File: src/rtl/pmem_arb_pkg.sv
// Shared types and line-geometry constants for the physical-memory arbiter.
package pmem_arb_pkg;

    // Line geometry shared with the cache parameters
    localparam int unsigned S_LINE_DEF   = 256;
    localparam int unsigned S_OFFSET_DEF = 5;
    localparam int unsigned ADDR_W       = 32;

    typedef enum logic [1:0] {
        IDLE,
        GRANT_I,
        GRANT_D,
        RECOVER
    } arb_state_e;

    typedef enum logic {
        REQ_I = 1'b0,
        REQ_D = 1'b1
    } requester_e;

    // Width of a counter able to hold 0..limit
    function automatic int unsigned cnt_width(input int unsigned limit);
        return (limit > 0) ? $clog2(limit + 1) : 1;
    endfunction

endpackage

File: src/rtl/pmem_arb_select.sv
// Combinational winner selection between the I-cache and D-cache line requests.
module pmem_arb_select
    import pmem_arb_pkg::*;
#(
    parameter int unsigned ARB_MODE     = 1,
    parameter int unsigned STARVE_LIMIT = 4,
    parameter int unsigned STARVE_W     = 3
) (
    input  logic                i_req,
    input  logic                d_req,
    input  logic                last_grant,
    input  logic [STARVE_W-1:0] starve_cnt,
    output logic                req_valid,
    output logic                winner
);

    localparam logic [STARVE_W-1:0] STARVE_MAX = STARVE_W'(STARVE_LIMIT);

    // Pick the cache to serve next; a lone requester always wins
    always_comb begin
        req_valid = i_req | d_req;
        winner    = REQ_I;
        if (i_req && d_req) begin
            if (ARB_MODE == 1) begin
                // Round-robin: serve whoever was not served last
                winner = (last_grant == REQ_I) ? REQ_D : REQ_I;
            end else begin
                // Fixed D priority, but let I through once D has hogged the port
                winner = (starve_cnt == STARVE_MAX) ? REQ_I : REQ_D;
            end
        end else if (d_req) begin
            winner = REQ_D;
        end
    end

endmodule

File: src/rtl/pmem_arbiter.sv
// Shares one physical-memory line port between the I-cache and D-cache.
// One transaction is latched at a time, driven until pmem_resp, answered to
// its owner only, then a one-cycle RECOVER lets the owner drop its request.
module pmem_arbiter
    import pmem_arb_pkg::*;
#(
    parameter int unsigned S_LINE       = S_LINE_DEF,
    parameter int unsigned S_OFFSET     = S_OFFSET_DEF,
    parameter int unsigned ARB_MODE     = 1,
    parameter int unsigned STARVE_LIMIT = 4,
    parameter int unsigned CNT_W        = 24
) (
    input  logic              clk,
    input  logic              rst,
    input  logic              i_pmem_read,
    input  logic [ADDR_W-1:0] i_pmem_address,
    output logic [S_LINE-1:0] i_pmem_rdata,
    output logic              i_pmem_resp,
    input  logic              d_pmem_read,
    input  logic              d_pmem_write,
    input  logic [ADDR_W-1:0] d_pmem_address,
    input  logic [S_LINE-1:0] d_pmem_wdata,
    output logic [S_LINE-1:0] d_pmem_rdata,
    output logic              d_pmem_resp,
    output logic              pmem_read,
    output logic              pmem_write,
    output logic [ADDR_W-1:0] pmem_address,
    output logic [S_LINE-1:0] pmem_wdata,
    input  logic [S_LINE-1:0] pmem_rdata,
    input  logic              pmem_resp,
    output logic [CNT_W-1:0]  i_grant_count,
    output logic [CNT_W-1:0]  d_grant_count,
    output logic [CNT_W-1:0]  conflict_count
);

    localparam int unsigned         STARVE_W   = cnt_width(STARVE_LIMIT);
    localparam logic [STARVE_W-1:0] STARVE_MAX = STARVE_W'(STARVE_LIMIT);
    localparam logic [ADDR_W-1:0]   LINE_MASK  = ~((ADDR_W'(1) << S_OFFSET) - ADDR_W'(1));
    localparam logic [CNT_W-1:0]    CNT_ONE    = CNT_W'(1);

    arb_state_e          state_q;
    requester_e          last_grant_q;
    logic [STARVE_W-1:0] starve_cnt_q;
    logic [ADDR_W-1:0]   addr_q;
    logic [S_LINE-1:0]   wdata_q;
    logic                read_q;
    logic                write_q;
    logic [CNT_W-1:0]    i_grant_q;
    logic [CNT_W-1:0]    d_grant_q;
    logic [CNT_W-1:0]    conflict_q;

    logic i_req;
    logic d_req;
    logic req_valid;
    logic winner;

    assign i_req = i_pmem_read;
    assign d_req = d_pmem_read | d_pmem_write;

    pmem_arb_select #(
        .ARB_MODE     (ARB_MODE),
        .STARVE_LIMIT (STARVE_LIMIT),
        .STARVE_W     (STARVE_W)
    ) u_select (
        .i_req      (i_req),
        .d_req      (d_req),
        .last_grant (last_grant_q),
        .starve_cnt (starve_cnt_q),
        .req_valid  (req_valid),
        .winner     (winner)
    );

    // Arbitration FSM with latched transaction, registered strobes and counters
    always_ff @(posedge clk or negedge rst) begin
        if (!rst) begin
            state_q      <= IDLE;
            last_grant_q <= REQ_I;
            starve_cnt_q <= '0;
            addr_q       <= '0;
            wdata_q      <= '0;
            read_q       <= 1'b0;
            write_q      <= 1'b0;
            i_grant_q    <= '0;
            d_grant_q    <= '0;
            conflict_q   <= '0;
        end else begin
            unique case (state_q)
                IDLE: begin
                    if (i_req && d_req && conflict_q != '1) begin
                        conflict_q <= conflict_q + CNT_ONE;
                    end
                    if (req_valid) begin
                        if (winner == REQ_D) begin
                            state_q <= GRANT_D;
                            addr_q  <= d_pmem_address & LINE_MASK;
                            wdata_q <= d_pmem_wdata;
                            // Read+write together is illegal; the write-back wins
                            write_q <= d_pmem_write;
                            read_q  <= ~d_pmem_write;
                            if (i_req && starve_cnt_q != STARVE_MAX) begin
                                starve_cnt_q <= starve_cnt_q + STARVE_W'(1);
                            end
                        end else begin
                            state_q      <= GRANT_I;
                            addr_q       <= i_pmem_address & LINE_MASK;
                            read_q       <= 1'b1;
                            write_q      <= 1'b0;
                            starve_cnt_q <= '0;
                        end
                    end
                end
                GRANT_I, GRANT_D: begin
                    // Strobe is held until the adaptor finishes, even if the
                    // requester has already let go
                    if (pmem_resp) begin
                        read_q  <= 1'b0;
                        write_q <= 1'b0;
                        state_q <= RECOVER;
                        if (state_q == GRANT_I) begin
                            last_grant_q <= REQ_I;
                            if (i_grant_q != '1) i_grant_q <= i_grant_q + CNT_ONE;
                        end else begin
                            last_grant_q <= REQ_D;
                            if (d_grant_q != '1) d_grant_q <= d_grant_q + CNT_ONE;
                        end
                    end
                end
                RECOVER: begin
                    state_q <= IDLE;
                end
                default: begin
                    state_q <= IDLE;
                end
            endcase
        end
    end

    // pmem side is driven purely from the latched transaction
    always_comb begin
        pmem_read    = read_q;
        pmem_write   = write_q;
        pmem_address = addr_q;
        pmem_wdata   = wdata_q;
    end

    // Route the response and line data only to the cache that owns the grant
    always_comb begin
        i_pmem_resp  = 1'b0;
        d_pmem_resp  = 1'b0;
        i_pmem_rdata = '0;
        d_pmem_rdata = '0;
        if (state_q == GRANT_I) begin
            i_pmem_resp  = pmem_resp;
            i_pmem_rdata = pmem_rdata;
        end
        if (state_q == GRANT_D) begin
            d_pmem_resp  = pmem_resp;
            d_pmem_rdata = pmem_rdata;
        end
    end

    assign i_grant_count  = i_grant_q;
    assign d_grant_count  = d_grant_q;
    assign conflict_count = conflict_q;

    // D-cache must never read and write the same line at once
    a_d_rw_exclusive: assert property (@(posedge clk) disable iff (!rst)
        !(d_pmem_read && d_pmem_write));

    // Adaptor responses are only meaningful while a grant is outstanding
    a_resp_in_grant: assert property (@(posedge clk) disable iff (!rst)
        pmem_resp |-> (state_q == GRANT_I || state_q == GRANT_D));

    // Exactly one strobe is active for the whole grant
    a_one_strobe: assert property (@(posedge clk) disable iff (!rst)
        (state_q == GRANT_I || state_q == GRANT_D) |-> (pmem_read ^ pmem_write));

endmodule

File: config.mk
export PLATFORM = sky130hd
export DESIGN_NAME = pmem_arbiter
export DESIGN_NICKNAME = d
export VERILOG_FILES = /design/src/rtl/pmem_arb_pkg.sv /design/src/rtl/pmem_arb_select.sv /design/src/rtl/pmem_arbiter.sv
export SDC_FILE = /design/constraint.sdc
export NUM_CORES = 1
export LEC_CHECK = 0
export BUFFER_PORTS_ARGS = -buffer_cell sky130_fd_sc_hd__buf_2
export CORE_AREA = 2 2 564 566
export DETAILED_ROUTE_END_ITERATION = 10
export DIE_AREA = 0 0 566 568
export PLACE_DENSITY = 0.3
export RECOVER_POWER = 50
export SYNTH_ARGS = -nofsm -noshare
export SYNTH_HDL_FRONTEND = slang
export SYNTH_SLANG_ARGS = --single-unit
File: constraint.sdc
create_clock -name clk -period 3.9 [get_ports clk]
set_input_delay 0.39 -clock clk [delete_from_list [all_inputs] [get_ports clk]]
set_output_delay 0.39 -clock clk [all_outputs]
set_load 0.05 [all_outputs]
# Word-level counts from Yosys, hierarchy flattened

Cells that the tools add are included.

Input bits: 582
Output and inout port bits: 876
Logic and storage cells: 57
Register bits after elaboration: 365

Reduce and logical (&&, ||, !) cells: 13
Equality and inequality tests: 8
Muxes and demuxes: 20
Bitwise gates (word level): 4
$add $sub $neg: 3

Operator list:

| cell                    | count |
|---|---|
| $mux W256               | 2 |
| $add A24 B1 Y24 const B | 3 |
| $ne A24 B24 Y1 const B  | 3 |
| $mux W32                | 1 |
| $mux W1                 | 11 |
| $reduce_and A2 Y1       | 4 |
| $reduce_and A4 Y1       | 2 |
| $mux W2                 | 3 |
| $pmux W2 S3             | 1 |
| $reduce_and A3 Y1       | 2 |
| $eq A2 B2 Y1 const B    | 2 |
| $ne A2 B2 Y1 const B    | 2 |
| $pmux W1 S2             | 2 |
| $eq A2 B1 Y1 const B    | 1 |
| $logic_and A1 B1 Y1     | 2 |
| $logic_not A2 Y1        | 1 |
| $not A1 Y1              | 2 |
| $or A1 B1 Y1            | 2 |
| $reduce_bool A2 Y1      | 1 |
| $reduce_or A2 Y1        | 1 |

# Depth between registers and ports, before layout

Depth after elaboration: 6
Gate-level depth with buffers: 8
Depth with buffers taken out: 7

# Cells and area by module

From an unflattened synthesis, not the netlist that was laid out.

Cells, all modules: 1,600
Area total of the unflattened synthesis: 18,073.6 um^2

By module, submodules not included:

| module          | times used | area an instance (um^2) | cells an instance | sequential area each (um^2) |
|---|---|---|---|---|
| pmem_arbiter    | 1          | 18,059.8                | 1,598             | 9,083.7 |
| pmem_arb_select | 1          | 13.8                    | 2                 | 0.0 |

# Worst setup path before layout

No wires, ideal clock.

Path type: reg2reg
Start point: reg conflict_q[0], in the netlist conflict_count[0]
End point: reg conflict_q[11], in the netlist conflict_count[11]
Path buffers: 2
Period minus slack after synthesis: 2,203 ps
Library setup time: 143 ps
Slack: 1,697 ps
Arrival time: 2,059 ps
Data required time: 3,757 ps
Stages on the path, launching flop included: 9
Cells stage by stage: dfrtp_1 -> ha_1 -> and4_1 -> and3_1 -> clkbuf_1 -> a21boi_1 -> buf_2 -> nand3_1 -> xnor2_1

Word-level cells in the longest chain between the ends: 3
Elaborated cells between the ends (all ways): 4
Those cells by class: add/sub (1); eq/ne (1); reduce/logical (2)

Ends and longest elaborated chain:

| item                                                                    | RTL line           | RTL |
|---|---|---|
| start, declared                                                         | pmem_arbiter.sv:50 | `logic [CNT_W-1:0] conflict_q;` |
| start signal, assigned                                                  | pmem_arbiter.sv:90 | `conflict_q <= conflict_q + CNT_ONE;` |
| parallel branches: the longest is 3 deep, another holds $add A24 B1 Y24 | -                  |  |

Parallel ways; which one is timed is not known.
A chain may end at the register's enable or synchronous reset.

# Worst setup path after layout

Start point: reg state_q[0]
End point: reg wdata_q[73], in the netlist pmem_wdata[73]

Word-level cells in the longest chain between the ends: 2

Ends and longest elaborated chain:

| item                        | RTL line            | RTL |
|---|---|---|
| start, declared             | pmem_arbiter.sv:41  | `arb_state_e state_q;` |
| start signal, assigned      | pmem_arbiter.sv:76  | `state_q <= IDLE;` |
| start signal, assigned      | pmem_arbiter.sv:94  | `state_q <= GRANT_D;` |
| start signal, assigned      | pmem_arbiter.sv:104 | `state_q <= GRANT_I;` |
| $logic_not A2 Y1            | -                   |  |
| $reduce_and A3 Y1 (no line) | -                   |  |
| end signal, assigned        | pmem_arbiter.sv:96  | `wdata_q <= d_pmem_wdata;` |
| end, declared               | pmem_arbiter.sv:45  | `logic [S_LINE-1:0] wdata_q;` |

No other way between the ends.

==> metrics.md <==
| Metric | Value |
|---|---|
| VDD IR-drop max | between 0.5 and 0.6 mV |
| Synth Instances | 1,593 |
| Power, Total | 32.02 mW |
| Synth Flop Type | dfrtp_1 |
| Minimum clock period | 3443 ps |
| Gr ovfl total | 0 |
| Mapped Area | 0.01789 mm^2 |
| Clock skew | 54.89 ps |
| First-pass DRT Iterations | 5 |
| Vias | 20,250 |
| Chip Height | 568 um |
| End-of-flow core utilization | 0.1080 |
| Final hold viol count | 0 |
| FMAX | 290.5 MHz |
| Final setup fails | 0 |
| Setup ws final | 457.2 ps |
| NumNets Final | 3,875 |
| Largest net degree at the start of global routing | between 100 and 150 |
| Hold Crit Class | input pin to flip-flop |
| Pins Over Slew Limit | 164 |
| Tcrit/Tclk final | 0.8828 |
| Avg Inst Size Synth | 11.23 um^2 |
| Layout cell share with drive strength beyond 1 | 0.4433 |
| Worst-path cell chain | inv_1, ha_1, nand2_1, buf_2, mux2_2 |
| Failing checks | max-capacitance violations, max-slew violations |
| Design area | 0.03414 mm^2 |
| Die X | 566 um |
| Area grow syn2layout | 90.81% |
| Worst path arrival time | 3960 ps |
| Fillers | 36,930 |
| Worst hold path stage count | 3 |
| Max incr delay on CP | 1480 ps |
| Worst Path Required | 4420 ps |
| Site Rows | 207 |
| Setup CP Type | flip-flop to flip-flop |
| I/O pin total | 1,458 |
| Via-to-Cell Ratio | 2.683 |
| CTS Buffer Depth | 3 |
| Post-cts sizing count | 0 |
| Placed cell count | 7,159 |
| Clock-pin slew on the worst setup and hold paths | 60 ps |
| GR Util All Layers | 0.1148 |
| Final WL | ~190,000 um |
| Clk_lat worst skew | just under 700 ps |
| Die area | 0.3215 mm^2 |
| Synth unique cells | 40 |
| CTS root buffer | clkbuf_16 |
| First-pass GRT wire length | between 200,000 and 250,000 um |
| IO Port Bufs | roughly 1,400 |
| # Post-CTS Setup Buffers | 0 |
| Post-Layout Cell Count | 7,548 |
| Cell Pwr Density | 937.8 mW/mm^2 |
| TritonCTS Sinks | 360 |
| TritonCTS Buffers | 48 |
| Worst hold margin | 75.16 ps |
| Leak Pwr | 15.35 nW |
| Gpl congestion | 0.9543 |
| RSZ-0062 raised after global routing | false |
| Endpoint class of the critical path | flip-flop |
| CTS tree | yes |
| Worst slack at placement | approximately 870 ps |
| Seq/Total Area, Yosys | 0.5035 |
| Post-DRT Antenna Nets | 0 |
| Status | complete, but fails checks |
| Initial core utilization | 0.05658 |
| FF+latch count, synth | 360 |
| Worst Path Max Fanout | 79 |
| Post-synth EDFFs | 0 |
| DP Wirelength | 173,400 um |
| Max cap viols | 2 |
| Least-Margin Pin Slew | approximately 2700 ps |
| Fin Setup TNS | 0 ps |
| Syn. warnings | 0 |
| Iteration-0 DRC Markers | 1,055 |
| Max_slew headroom | -0.8213 |
| Post-synth ARST share | 1.000 |
| Drt drc | 0 |
| Core area | between 0.3 and 0.4 mm^2 |
| Cts hold-fix bufs | 257 |
| Initial antenna violation count | approximately 180 |
| R2R depth | 5 |
| Number of global-route vias before repair | around 20,000 |
| WL per Instance | 25.44 um |
| Post-Place Cell Area | 0.03038 mm^2 |
| Htree depth | 2 |
| Critical Path Slowest Stage Cell | buf_2 |
| CP startpoint kind | flip-flop |
-- area by class of cell --
cell class                      instances  area [um^2]  share of cell area
Antenna cell                           52        130.1            0.003811
Multi-Input combinational cell       1123         8467              0.2480
Clock buffer                           65         1365             0.03998
Inverter                               11        41.29            0.001209
Clock inverter                         15        202.7            0.005937
Sequential cell                       360         9009              0.2639
Tap cell                             4180         5230              0.1532
Timing Repair Buffer                 1742         9696              0.2840
-- kinds of logic after synthesis --
family	count (synthesis)	share of synthesized area
xor+xnor	67	0.03280
flops	360	0.5035
buf+inv	114	0.02692
compound gates	50	0.01594
fa+ha+maj	7	0.004895
other cells	1	0.0002096
mux	287	0.1787
simple gates	707	0.2370
-- synthesized netlist by cell type, types with 21 or more instances --
cell      number  area share
nand4_1       21      0.0073
mux2_2       260        0.16
and2_1       517        0.18
o21ai_0       34      0.0095
xnor2_1       45       0.022
clkbuf_1      70       0.015
nor2_1        21      0.0044
dfrtp_1      360        0.50
nand3_1       30      0.0084
nand2_1       63       0.013
xor2_1        22       0.011
mux2i_1       27       0.015
buf_2         28      0.0078
-- critical path: cells and delay by family (launching register included) --
kind | cells | cell delay (ps)
multiplexers | 1 | 460
flip-flops | 1 | 410
buffers and inverters | 2 | 1610
AND/OR/NAND/NOR | 1 | 250
adder cells (fa/ha/maj) | 1 | 330
-- power by group --
group / switching, mW / total, mW / internal, mW
combinational: 16.7 / 21.2 / 4.43
sequential: 0.973 / 6.31 / 5.34
clock: 1.95 / 4.54 / 2.59
total: 19.7 / 32.0 / 12.4
-- metal layers --
metal,track usage,vias up,part of all wire
met4,0.03302,10,0.035
li1,-,8700,-
met3,0.04154,317,0.096
met5,0,-,0.00033
met1,0.1252,9860,0.37
met2,0.2068,1363,0.50
-- layout by cell type, fill, tap and decap left out, types with 22 or more instances in the layout --
cell	instances
buf_4	27
nand3_1	30
xor2_1	22
clkbuf_1	368
nand2_1	63
mux2i_1	27
clkbuf_16	48
dlygate4sd3_1	257
o21ai_0	33
dfrtp_1	360
and2_1	517
xnor2_1	45
mux2_2	260
diode_2	52
buf_2	1085
-- final timing paths --
check | slack (ps) | start | endpoint
max in group asynchronous | 910 | rst | pmem_wdata[197]$_DFFE_PN0P_
worst min register to register | 480 | pmem_address[8]$_DFFE_PN0P_ | pmem_address[8]$_DFFE_PN0P_
min in group asynchronous | 1100 | rst | pmem_wdata[250]$_DFFE_PN0P_
worst max register to register | 460 | state_q[0]$_DFFE_PN0P_ | pmem_wdata[73]$_DFFE_PN0P_
worst min-delay path | 80 | i_pmem_address[24] | pmem_address[24]$_DFFE_PN0P_
worst max-delay path | 460 | state_q[0]$_DFFE_PN0P_ | pmem_wdata[73]$_DFFE_PN0P_
-- sequential cells by signal, summed over array words and instances (netlist names), 2 cells and up --
signal / count
state_q: 2
pmem_address: 27
i_grant_count: 24
conflict_count: 24
pmem_wdata: 256
d_grant_count: 24
Power figures use the tool's default switching activity.
